<file path="config.mk">
export PLATFORM = sky130hd
export DESIGN_NAME = ysyx_23060042_exec_ctrl
export DESIGN_NICKNAME = d
export VERILOG_FILES = /design/src/rtl/ysyx_23060042_pkg.sv /design/src/rtl/ysyx_23060042_wait_timer.sv /design/src/rtl/ysyx_23060042_exec_ctrl.sv
export SDC_FILE = /design/constraint.sdc
export NUM_CORES = 1
export LEC_CHECK = 0
export BUFFER_PORTS_ARGS = -buffer_cell sky130_fd_sc_hd__buf_2
export CORE_ASPECT_RATIO = 0.75
export CORE_MARGIN = 1.5
export CORE_UTILIZATION = 44
export CTS_CLUSTER_SIZE = 12
export DETAILED_ROUTE_END_ITERATION = 12
export PLACE_DENSITY = 0.63
export SKIP_CTS_REPAIR_TIMING = 1
export SLEW_MARGIN = 20
export SYNTH_ARGS = -nofsm -noshare
export SYNTH_HDL_FRONTEND = slang
export SYNTH_SLANG_ARGS = --single-unit
</file>
<file path="constraint.sdc">
create_clock -name clk -period 5.3 [get_ports clk]
set_input_delay 0.265 -clock clk [delete_from_list [all_inputs] [get_ports clk]]
set_output_delay 0.265 -clock clk [all_outputs]
set_load 0.03 [all_outputs]
</file>
<file path="src/rtl/ysyx_23060042_pkg.sv">
// Shared types for the NPC execution sequencer: FSM state encoding and memory-enable constants.
package ysyx_23060042_pkg;

   typedef enum logic [2:0] {
      FETCH  = 3'd0,
      IWAIT  = 3'd1,
      DECODE = 3'd2,
      MREQ   = 3'd3,
      MWAIT  = 3'd4,
      WB     = 3'd5,
      HALT   = 3'd6,
      ERR    = 3'd7
   } ctrl_state_e;

   localparam logic [1:0] MEM_NONE = 2'b00;

endpackage

</file>
<file path="src/rtl/ysyx_23060042_wait_timer.sv">
// Bus-wait watchdog: counts enabled cycles since the last clear and flags the last allowed cycle.
module ysyx_23060042_wait_timer #(
   parameter int unsigned TIMEOUT_CYCLES = 255
) (
   input  logic clk,
   input  logic rst_n,
   input  logic clear_i,
   input  logic en_i,
   output logic expire_o
);

   localparam int unsigned CntW = $clog2(TIMEOUT_CYCLES + 1);
   localparam logic [CntW-1:0] Limit   = CntW'(TIMEOUT_CYCLES);
   localparam logic [CntW-1:0] LimitM1 = CntW'(TIMEOUT_CYCLES - 1);

   logic [CntW-1:0] cnt_q, cnt_d;

   always_comb begin
      cnt_d = cnt_q;
      if (clear_i) begin
         cnt_d = '0;
      end else if (en_i && (cnt_q != Limit)) begin
         cnt_d = cnt_q + 1'b1;
      end
   end

   always_ff @(posedge clk or negedge rst_n) begin
      if (!rst_n) begin
         cnt_q <= '0;
      end else begin
         cnt_q <= cnt_d;
      end
   end

   // Asserted during the TIMEOUT_CYCLES-th waiting cycle so ERR is entered on the following one.
   assign expire_o = en_i && (cnt_q >= LimitM1);

endmodule

</file>
<file path="src/rtl/ysyx_23060042_exec_ctrl.sv">
// Multi-cycle fetch/decode/memory/writeback sequencer for the NPC core.
// Define EXEC_CTRL_PERF_EN to add the perf_cycle / perf_instret counters.
module ysyx_23060042_exec_ctrl
   import ysyx_23060042_pkg::*;
#(
   parameter int unsigned TIMEOUT_CYCLES = 255,
   parameter int unsigned PERF_W         = 64
) (
   input  logic       clk,
   input  logic       rst_n,
   output logic       ifu_req_valid,
   input  logic       ifu_req_ready,
   input  logic       ifu_resp_valid,
   output logic       inst_we,
   input  logic       dec_regen,
   input  logic       dec_pcjen,
   input  logic [1:0] dec_mwen,
   input  logic [1:0] dec_mren,
   input  logic       dec_brken,
   output logic       lsu_req_valid,
   output logic       lsu_req_we,
   input  logic       lsu_req_ready,
   input  logic       lsu_resp_valid,
   output logic       rf_we,
   output logic       pc_we,
   output logic       retire,
   output logic       halted,
   output logic       err
`ifdef EXEC_CTRL_PERF_EN
   ,
   output logic [PERF_W-1:0] perf_cycle,
   output logic [PERF_W-1:0] perf_instret
`endif
);

   ctrl_state_e state_q, state_d;
   logic        tmo_expire;
   logic        tmo_en;

   // PC source selection lives in the datapath; the sequencer only pulses pc_we.
   logic unused_pcjen;
   assign unused_pcjen = dec_pcjen;

   assign tmo_en = (state_q == FETCH) || (state_q == IWAIT) ||
                   (state_q == MREQ)  || (state_q == MWAIT);

   ysyx_23060042_wait_timer #(
      .TIMEOUT_CYCLES(TIMEOUT_CYCLES)
   ) u_wait_timer (
      .clk     (clk),
      .rst_n   (rst_n),
      .clear_i (state_d != state_q),
      .en_i    (tmo_en),
      .expire_o(tmo_expire)
   );

   // A handshake or response on the expiring cycle takes priority over the timeout.
   always_comb begin
      state_d = state_q;
      unique case (state_q)
         FETCH: begin
            if (ifu_req_ready)   state_d = IWAIT;
            else if (tmo_expire) state_d = ERR;
         end
         IWAIT: begin
            if (ifu_resp_valid)  state_d = DECODE;
            else if (tmo_expire) state_d = ERR;
         end
         DECODE: begin
            if (dec_brken)                                         state_d = HALT;
            else if ((dec_mwen != MEM_NONE) && (dec_mren != MEM_NONE)) state_d = ERR;
            else if ((dec_mwen | dec_mren) != MEM_NONE)            state_d = MREQ;
            else                                                   state_d = WB;
         end
         MREQ: begin
            if (lsu_req_ready)   state_d = MWAIT;
            else if (tmo_expire) state_d = ERR;
         end
         MWAIT: begin
            if (lsu_resp_valid)  state_d = WB;
            else if (tmo_expire) state_d = ERR;
         end
         WB:      state_d = FETCH;
         HALT:    state_d = HALT;
         ERR:     state_d = ERR;
         default: state_d = ERR;
      endcase
   end

   always_ff @(posedge clk or negedge rst_n) begin
      if (!rst_n) begin
         state_q <= FETCH;
      end else begin
         state_q <= state_d;
      end
   end

   // Outputs are forced low while rst_n is held, even though the reset state is FETCH.
   always_comb begin
      ifu_req_valid = 1'b0;
      inst_we       = 1'b0;
      lsu_req_valid = 1'b0;
      lsu_req_we    = 1'b0;
      rf_we         = 1'b0;
      pc_we         = 1'b0;
      retire        = 1'b0;
      halted        = 1'b0;
      err           = 1'b0;
      if (rst_n) begin
         unique case (state_q)
            FETCH: ifu_req_valid = 1'b1;
            IWAIT: inst_we       = ifu_resp_valid;
            MREQ: begin
               lsu_req_valid = 1'b1;
               lsu_req_we    = |dec_mwen;
            end
            WB: begin
               rf_we  = dec_regen & ~(|dec_mwen);
               pc_we  = 1'b1;
               retire = 1'b1;
            end
            HALT:    halted = 1'b1;
            ERR:     err    = 1'b1;
            default: ;
         endcase
      end
   end

`ifdef EXEC_CTRL_PERF_EN
   logic [PERF_W-1:0] cycle_q, instret_q;

   always_ff @(posedge clk or negedge rst_n) begin
      if (!rst_n) begin
         cycle_q   <= '0;
         instret_q <= '0;
      end else begin
         if ((state_q != HALT) && (state_q != ERR)) cycle_q <= cycle_q + 1'b1;
         if (retire) instret_q <= instret_q + 1'b1;
      end
   end

   assign perf_cycle   = cycle_q;
   assign perf_instret = instret_q;
`else
   logic [PERF_W-1:0] unused_perf_w;
   assign unused_perf_w = '0;
`endif

endmodule
</file>
# Word-level counts from Yosys, hierarchy flattened
# Cells that the tools add are included.
classes:
  mul: 0
  reduce_logical: 12
  bitwise: 3
  mux: 27
  div_mod_pow: 0
  shift: 0
  addsub: 1
  eq_ne: 9
  n_lt_le_gt_ge: 1
op_table:
  columns: ["op", "count"]
  rows:
  - ["2-to-1 mux 3 bit", 8]
  - ["case mux 3 bit (8 select lines)", 1]
  - ["2-to-1 mux 1 bit", 16]
  - ["2-to-1 mux 8 bit", 2]
  - ["equality test 3 bit, second input constant", 4]
  - ["adder 8 x 1 -> 8 bit, second input constant", 1]
  - [">= comparator 8 bit, second input constant", 1]
  - ["inequality test 8 bit, second input constant", 1]
  - ["nonzero test 2 bit", 4]
  - ["equality test 3 x 2 -> 1 bit, second input constant", 2]
  - ["equality test 3 x 1 -> 1 bit, second input constant", 1]
  - ["logical AND 1 bit", 3]
  - ["logical NOT 3 bit", 1]
  - ["logical OR 1 bit", 3]
  - ["inequality test 3 bit", 1]
  - ["OR 2 bit", 1]
  - ["OR reduction 2 bit", 1]
  - ["bitwise AND 1 bit", 1]
  - ["inverter 1 bit", 1]
word_totals:
  mem_bits_rw: 0
  mem_bits_ro: 0
  latchBits: 0
  word_cells: 55
  regBits: 11
  n_memories: 0

# Logic depth before layout (Yosys ltp)
depth:
  ltp_word: 10
  depth_mapped: 7
  mapped_depth_nobuf: 7

# Hierarchy
# From an unflattened synthesis, not the netlist that was laid out.
unflattened:
  hier_cells: 108
  hier_area_um2: 892.1
modules_own_cells:
  columns: ["module", "cells_each", "area_per_inst_um2", "instances", "seq_area_each_um2"]
  rows:
  - ["ysyx_23060042_wait_timer", 52, 491.7, 1, 200.2]
  - ["ysyx_23060042_exec_ctrl", 56, 400.4, 1, 75.1]

# Worst setup path before layout
# Ideal clock, no wire load.
synth_timing:
  path_type: "register -> output"
  from: "register state_q[2]"
  to: "output port lsu_req_we"
  path_buffers: 2
  path_slack_ns: 3.552
  t_arrival_ns: 1.483
  path_stages_with_launch: 5
  path_cell_list: "dfrtp_1 -> buf_2 -> buf_4 -> nand2b_1 -> nor3_1"
synth_via:
  elab_chain_cells: 3
synth_rtl:
  columns: ["item", "line_no", "text"]
  rows:
  - ["from (decl)", "ysyx_23060042_exec_ctrl.sv:36", "ctrl_state_e state_q, state_d;"]
  - ["from (signal assigned)", "ysyx_23060042_exec_ctrl.sv:94", "state_q <= state_d;"]
  - ["equality test 3 x 2 -> 1 bit", "ysyx_23060042_exec_ctrl.sv:110", "unique case (state_q)"]
  - ["2-to-1 mux 1 bit", "ysyx_23060042_exec_ctrl.sv:110", null]
  - ["2-to-1 mux 1 bit", "ysyx_23060042_exec_ctrl.sv:109", "if (rst_n) begin"]
  - ["to (decl)", "ysyx_23060042_exec_ctrl.sv:21", "output logic lsu_req_we,"]
# No other way between the ends.

# Worst setup path after layout
layout_timing:
  from: "register state_q[0]"
  to: "register u_wait_timer.cnt_q[5]"
layout_via:
  elab_chain_cells: 10
  elab_cells_between_ends: 22
layout_rtl:
  columns: ["item", "line_no", "text"]
  rows:
  - ["equality test 3 x 1 -> 1 bit or logical NOT 3 bit (tied branches)", "ysyx_23060042_exec_ctrl.sv:44, ysyx_23060042_exec_ctrl.sv:60", null]
  - ["logical OR 1 bit (2 in series)", "ysyx_23060042_exec_ctrl.sv:44", "assign tmo_en = (state_q == FETCH) || (state_q == IWAIT) ||"]
  - ["logical OR 1 bit", "ysyx_23060042_exec_ctrl.sv:45", "(state_q == MREQ) || (state_q == MWAIT);"]
  - ["logical AND 1 bit", "ysyx_23060042_wait_timer.sv:36", "assign expire_o = en_i && (cnt_q >= LimitM1);"]
  - ["2-to-1 mux 3 bit", null, null]
  - ["2-to-1 mux 3 bit (on tied branches)", null, null]
  - ["case mux 3 bit (8 select lines)", "ysyx_23060042_exec_ctrl.sv:60", "unique case (state_q)"]
  - ["inequality test 3 bit", "ysyx_23060042_exec_ctrl.sv:52", ".clear_i (state_d != state_q),"]
  - ["2-to-1 mux 8 bit or nonzero test 2 bit (tied branches)", null, null]
  - ["to (signal assigned)", "ysyx_23060042_wait_timer.sv:31", "cnt_q <= cnt_d;"]
  - ["to (decl)", "ysyx_23060042_wait_timer.sv:16", "logic [CntW-1:0] cnt_q, cnt_d;"]
# Several ways; a longest one is shown, not always the timed one.
# A chain may end at the register's enable or synchronous reset.

==> results.py <==
metrics = {
    "setup_path": {
        "worstPathCellList": "mux2_2 > nor3_2 > nand3_1 > nand3_1 > nor3_1",
        "path_common_cell": "nand3_1",
        "crit_type": "register to register",
        "critPathBufInv": 0,
        "cpLargestDelayFamily": "simple AND/OR/NAND/NOR gates",
        "crit_arrival_ns": 2.31,
        "worstPathRequired_ns": 5.44,
        "end_kind": "register",
        "worstPathMaxFanout": 18,
        "critical-path-max-stage-delay_ns": 0.69,
        "critPathLaunchType": "register",
        "slowest_stage": "dfrtp_1",
        "reg2reg_slack_ns": 3.13,
        "crit_start": "state_q[0]",
        "r2r-start": "state_q[0]",
    },
    "placed_design": {
        "gp_congestion": 0.8247,
        "dp_hpwl_um": 1579,
        "placed_cells": 154,
        "port_buffers": 20,
    },
    "drt": {
        "routedWlPerCell_um": 13.74,
        "firstDrtPassIters": 4,
        "drt_iter0_drc": 20,
        "viasPerCell": 5.736,
        "drc": 0,
        "ant_nets": 0,
        "routed_wl_um": 2185,
        "vias": 912,
    },
    "die": {
        "rows": 14,
        "die_w_um": 57.07,
        "dieHeight_um": 43.55,
        "boundaryPins": 22,
        "start_util": 0.4748,
        "die_area_um2": 2485,
        "core_um2": 2032,
    },
    "yosys": {
        "yosysWarningCount": 0,
        "synth_area_leaders": "dfrtp_1 (29%), nor3_1 (5.7%), nor2_1 (5.1%)",
        "yosysSeqAreaShare": 0.2853,
        "synth_cells": 117,
        "syn_avg_cell_area_um2": 8.245,
        "synth.distinct_cells": 43,
        "synth-seq-cells": 11,
        "syn_area_um2": 964.7,
        "synth_top_area_share": 0.2853,
        "syn_nets": 132,
        "synth_top_area_cell": "dfrtp_1",
        "synth_edf_count": 0,
        "async_flop_share": 1.000,
        "synthFlopType": "dfrtp_1",
    },
    "hold_path": {
        "min-delay-start": "dec_brken",
        "hold_path.class": "input port to register",
    },
    "power": {
        "swShare": 0.5052,
        "power_density_nw_per_um2": 456.4,
        "p_int_uw": 244.4,
        "p_leak_nw": 0.4697,
        "pwr-share-seq": 0.327,
        "ir_drop_uv": 289.5,
        "net-switching-power_uw": 249.5,
        "p_comb_frac": 0.558,
        "clkPwrFrac": 0.116,
    },
    "sta": {
        "hold_violations": 0,
        "slew_violations": 0,
        "fin_setup_tns_ns": 0,
        "final.period_utilization": 0.4101,
        "rsz0062_at_grt": "no",
        "finalSetupViolCount": 0,
        "fin_worst_skew_ns": 0.0003999,
        "fmax_ghz": 0.4601,
        "tightest_slew_ns": 0.6370,
        "slew-limit-headroom": 0.5754,
        "period_minus_slack_ns": 2.173,
    },
    "finish": {
        "multi_input_area_um2": 625.6,
        "final_layout_size_suffix_gt1_frac": 0.2370,
        "layout.cells.non_filler": 159,
        "seqCellArea_um2": 275.3,
        "fin_util": 0.5326,
        "fillers": 195,
        "area.growth.synth_to_final_pct": 12.19,
        "layout.nets": 151,
        "n_antenna_cell": 0,
    },
    "clock_tree": {
        "cts_root_buffer": "clkbuf_4",
        "cts.clk_slew.worst_paths_ns": 0.07,
        "htree_levels": 1,
        "cts_buffer_depth": 2,
        "cts_tree": "built",
        "clock-sinks": 11,
        "clkLatencyLatePin_ns": 0.27,
        "cts_buffers": 3,
    },
    "outcome": {
        "status": "completed",
    },
    "run": {
        "cap_violations": 0,
    },
    "global_routing": {
        "grt_pass1_vias": 829,
        "track_usage": 0.1978,
        "globalRoute.totalOverflow": 0,
        "grt_max_degree": 22,
        "antenna_found_initial": 0,
        "grt_pass1_wl_um": 3801,
    },
}
per-stage QoR:
step | hold slack, ns | instance area [um2] | total power, mW | setup slack, ns
3_3_place_gp | 0.1708 | 1046 | 0.4308 | 3.155
2_1_floorplan | -0.03059 | 964.7 | 0.3944 | 3.552
4_1_cts | -0.1062 | 1072 | 0.4916 | 3.122
6_report | 0.3742 | 1082 | 0.4939 | 3.127
3_5_place_dp | 0.1831 | 1046 | 0.4338 | 3.145
5_1_grt | 0.3982 | 1082 | 0.5386 | 2.910
tightest hold or removal path: stages:
cell      delay, ns
buf_2          0.14
o211ai_1       0.13
nand3_1        0.07
power by group through the flow:
stage	logic [mW]	clock network (mW)	registers (mW)
floorplan	0.286	0	0.108
global placement	0.270	0	0.161
detailed placement	0.272	0	0.161
CTS	0.274	0.0580	0.159
global route	0.307	0.0626	0.169
finish	0.275	0.0571	0.161
cells in the mapped netlist, drive strengths merged, types with 2 or more instances:
master  count
mux2i       3
ha          2
o211ai      6
o21ai       3
xor2        2
nor2       13
inv         4
xnor2       3
a31oi       2
nand2b      3
nand4       2
nor3       12
nand3       5
a21oi       2
o21a        3
nor2b       4
dfrtp      11
and3        3
nand2      10
buf         7
placed cells by master (no fill, tap or decap), drive strengths merged:
| cell | synthesis | layout |
|---|---|---|
| mux2i | 3 | 3 |
| nand2b | 3 | 3 |
| nor3 | 12 | 12 |
| mux2 | 1 | 1 |
| dfrtp | 11 | 11 |
| ha | 2 | 2 |
| o21bai | 1 | 1 |
| o32ai | 1 | 1 |
| and4 | 1 | 1 |
| dlygate4sd3 | 0 | 1 |
| o21a | 3 | 3 |
| a21oi | 2 | 2 |
| a21o | 1 | 1 |
| nor2 | 13 | 13 |
| o21ai | 3 | 3 |
| o22a | 1 | 1 |
| or3b | 1 | 1 |
| or4 | 1 | 1 |
| o221ai | 1 | 1 |
| o211ai | 6 | 6 |
| a211oi | 1 | 1 |
| nand3 | 5 | 5 |
| nand4 | 2 | 2 |
| inv | 4 | 4 |
| a31oi | 2 | 2 |
| xnor2 | 3 | 3 |
| clkbuf | 0 | 4 |
| a221o | 1 | 1 |
| xor2 | 2 | 2 |
| o2bb2ai | 1 | 1 |
| o22ai | 1 | 1 |
| nor3b | 1 | 1 |
| nand2 | 10 | 10 |
| a2bb2oi | 1 | 1 |
| nor2b | 4 | 4 |
| and3 | 3 | 3 |
| or2 | 1 | 1 |
| or4b | 1 | 1 |
| buf | 7 | 20 |
routing by layer:
| layer | part of all wire | vias to the layer above | track usage |
|---|---|---|---|
| li1 | - | 461 | - |
| met1 | 0.56 | 428 | 0.2937 |
| met2 | 0.40 | 23 | 0.2966 |
| met3 | 0.044 | 0 | 0.05373 |
| met4 | 0 | 0 | 0.02791 |
| met5 | 0 | - | 0 |
path summary, 6_finish.rpt:
check,end,cells after the start
min in group asynchronous,state_q[2],2
setup / recovery,u_wait_timer.cnt_q[5],5
max in group asynchronous,state_q[0],2
hold / removal,state_q[2],3
hold reg to reg,u_wait_timer.cnt_q[4],2
setup reg to reg,u_wait_timer.cnt_q[5],5
state kept, by name, summed over array words and instances (netlist names):
register / count
state_q: 3
u_wait_timer.cnt_q: 8
layout make-up:
type                       count  share of cell area
tap                           24             0.02775
sequential                    11              0.2543
timing repair buffer          21              0.1017
multi-input combinational     95              0.5780
inverter                       4             0.01387
clock buffer                   4             0.02428
logic make-up after synthesis:
logic type	share of synthesized area
AND/OR/NAND/NOR	0.3243
AO/OA/AOI/OAI	0.2101
buffers and inverters	0.06614
flip-flops	0.2853
XOR/XNOR	0.04540
multiplexers	0.04280
adder cells (fa/ha/maj)	0.02594
Note: power is estimated with default switching activity, not from simulation.
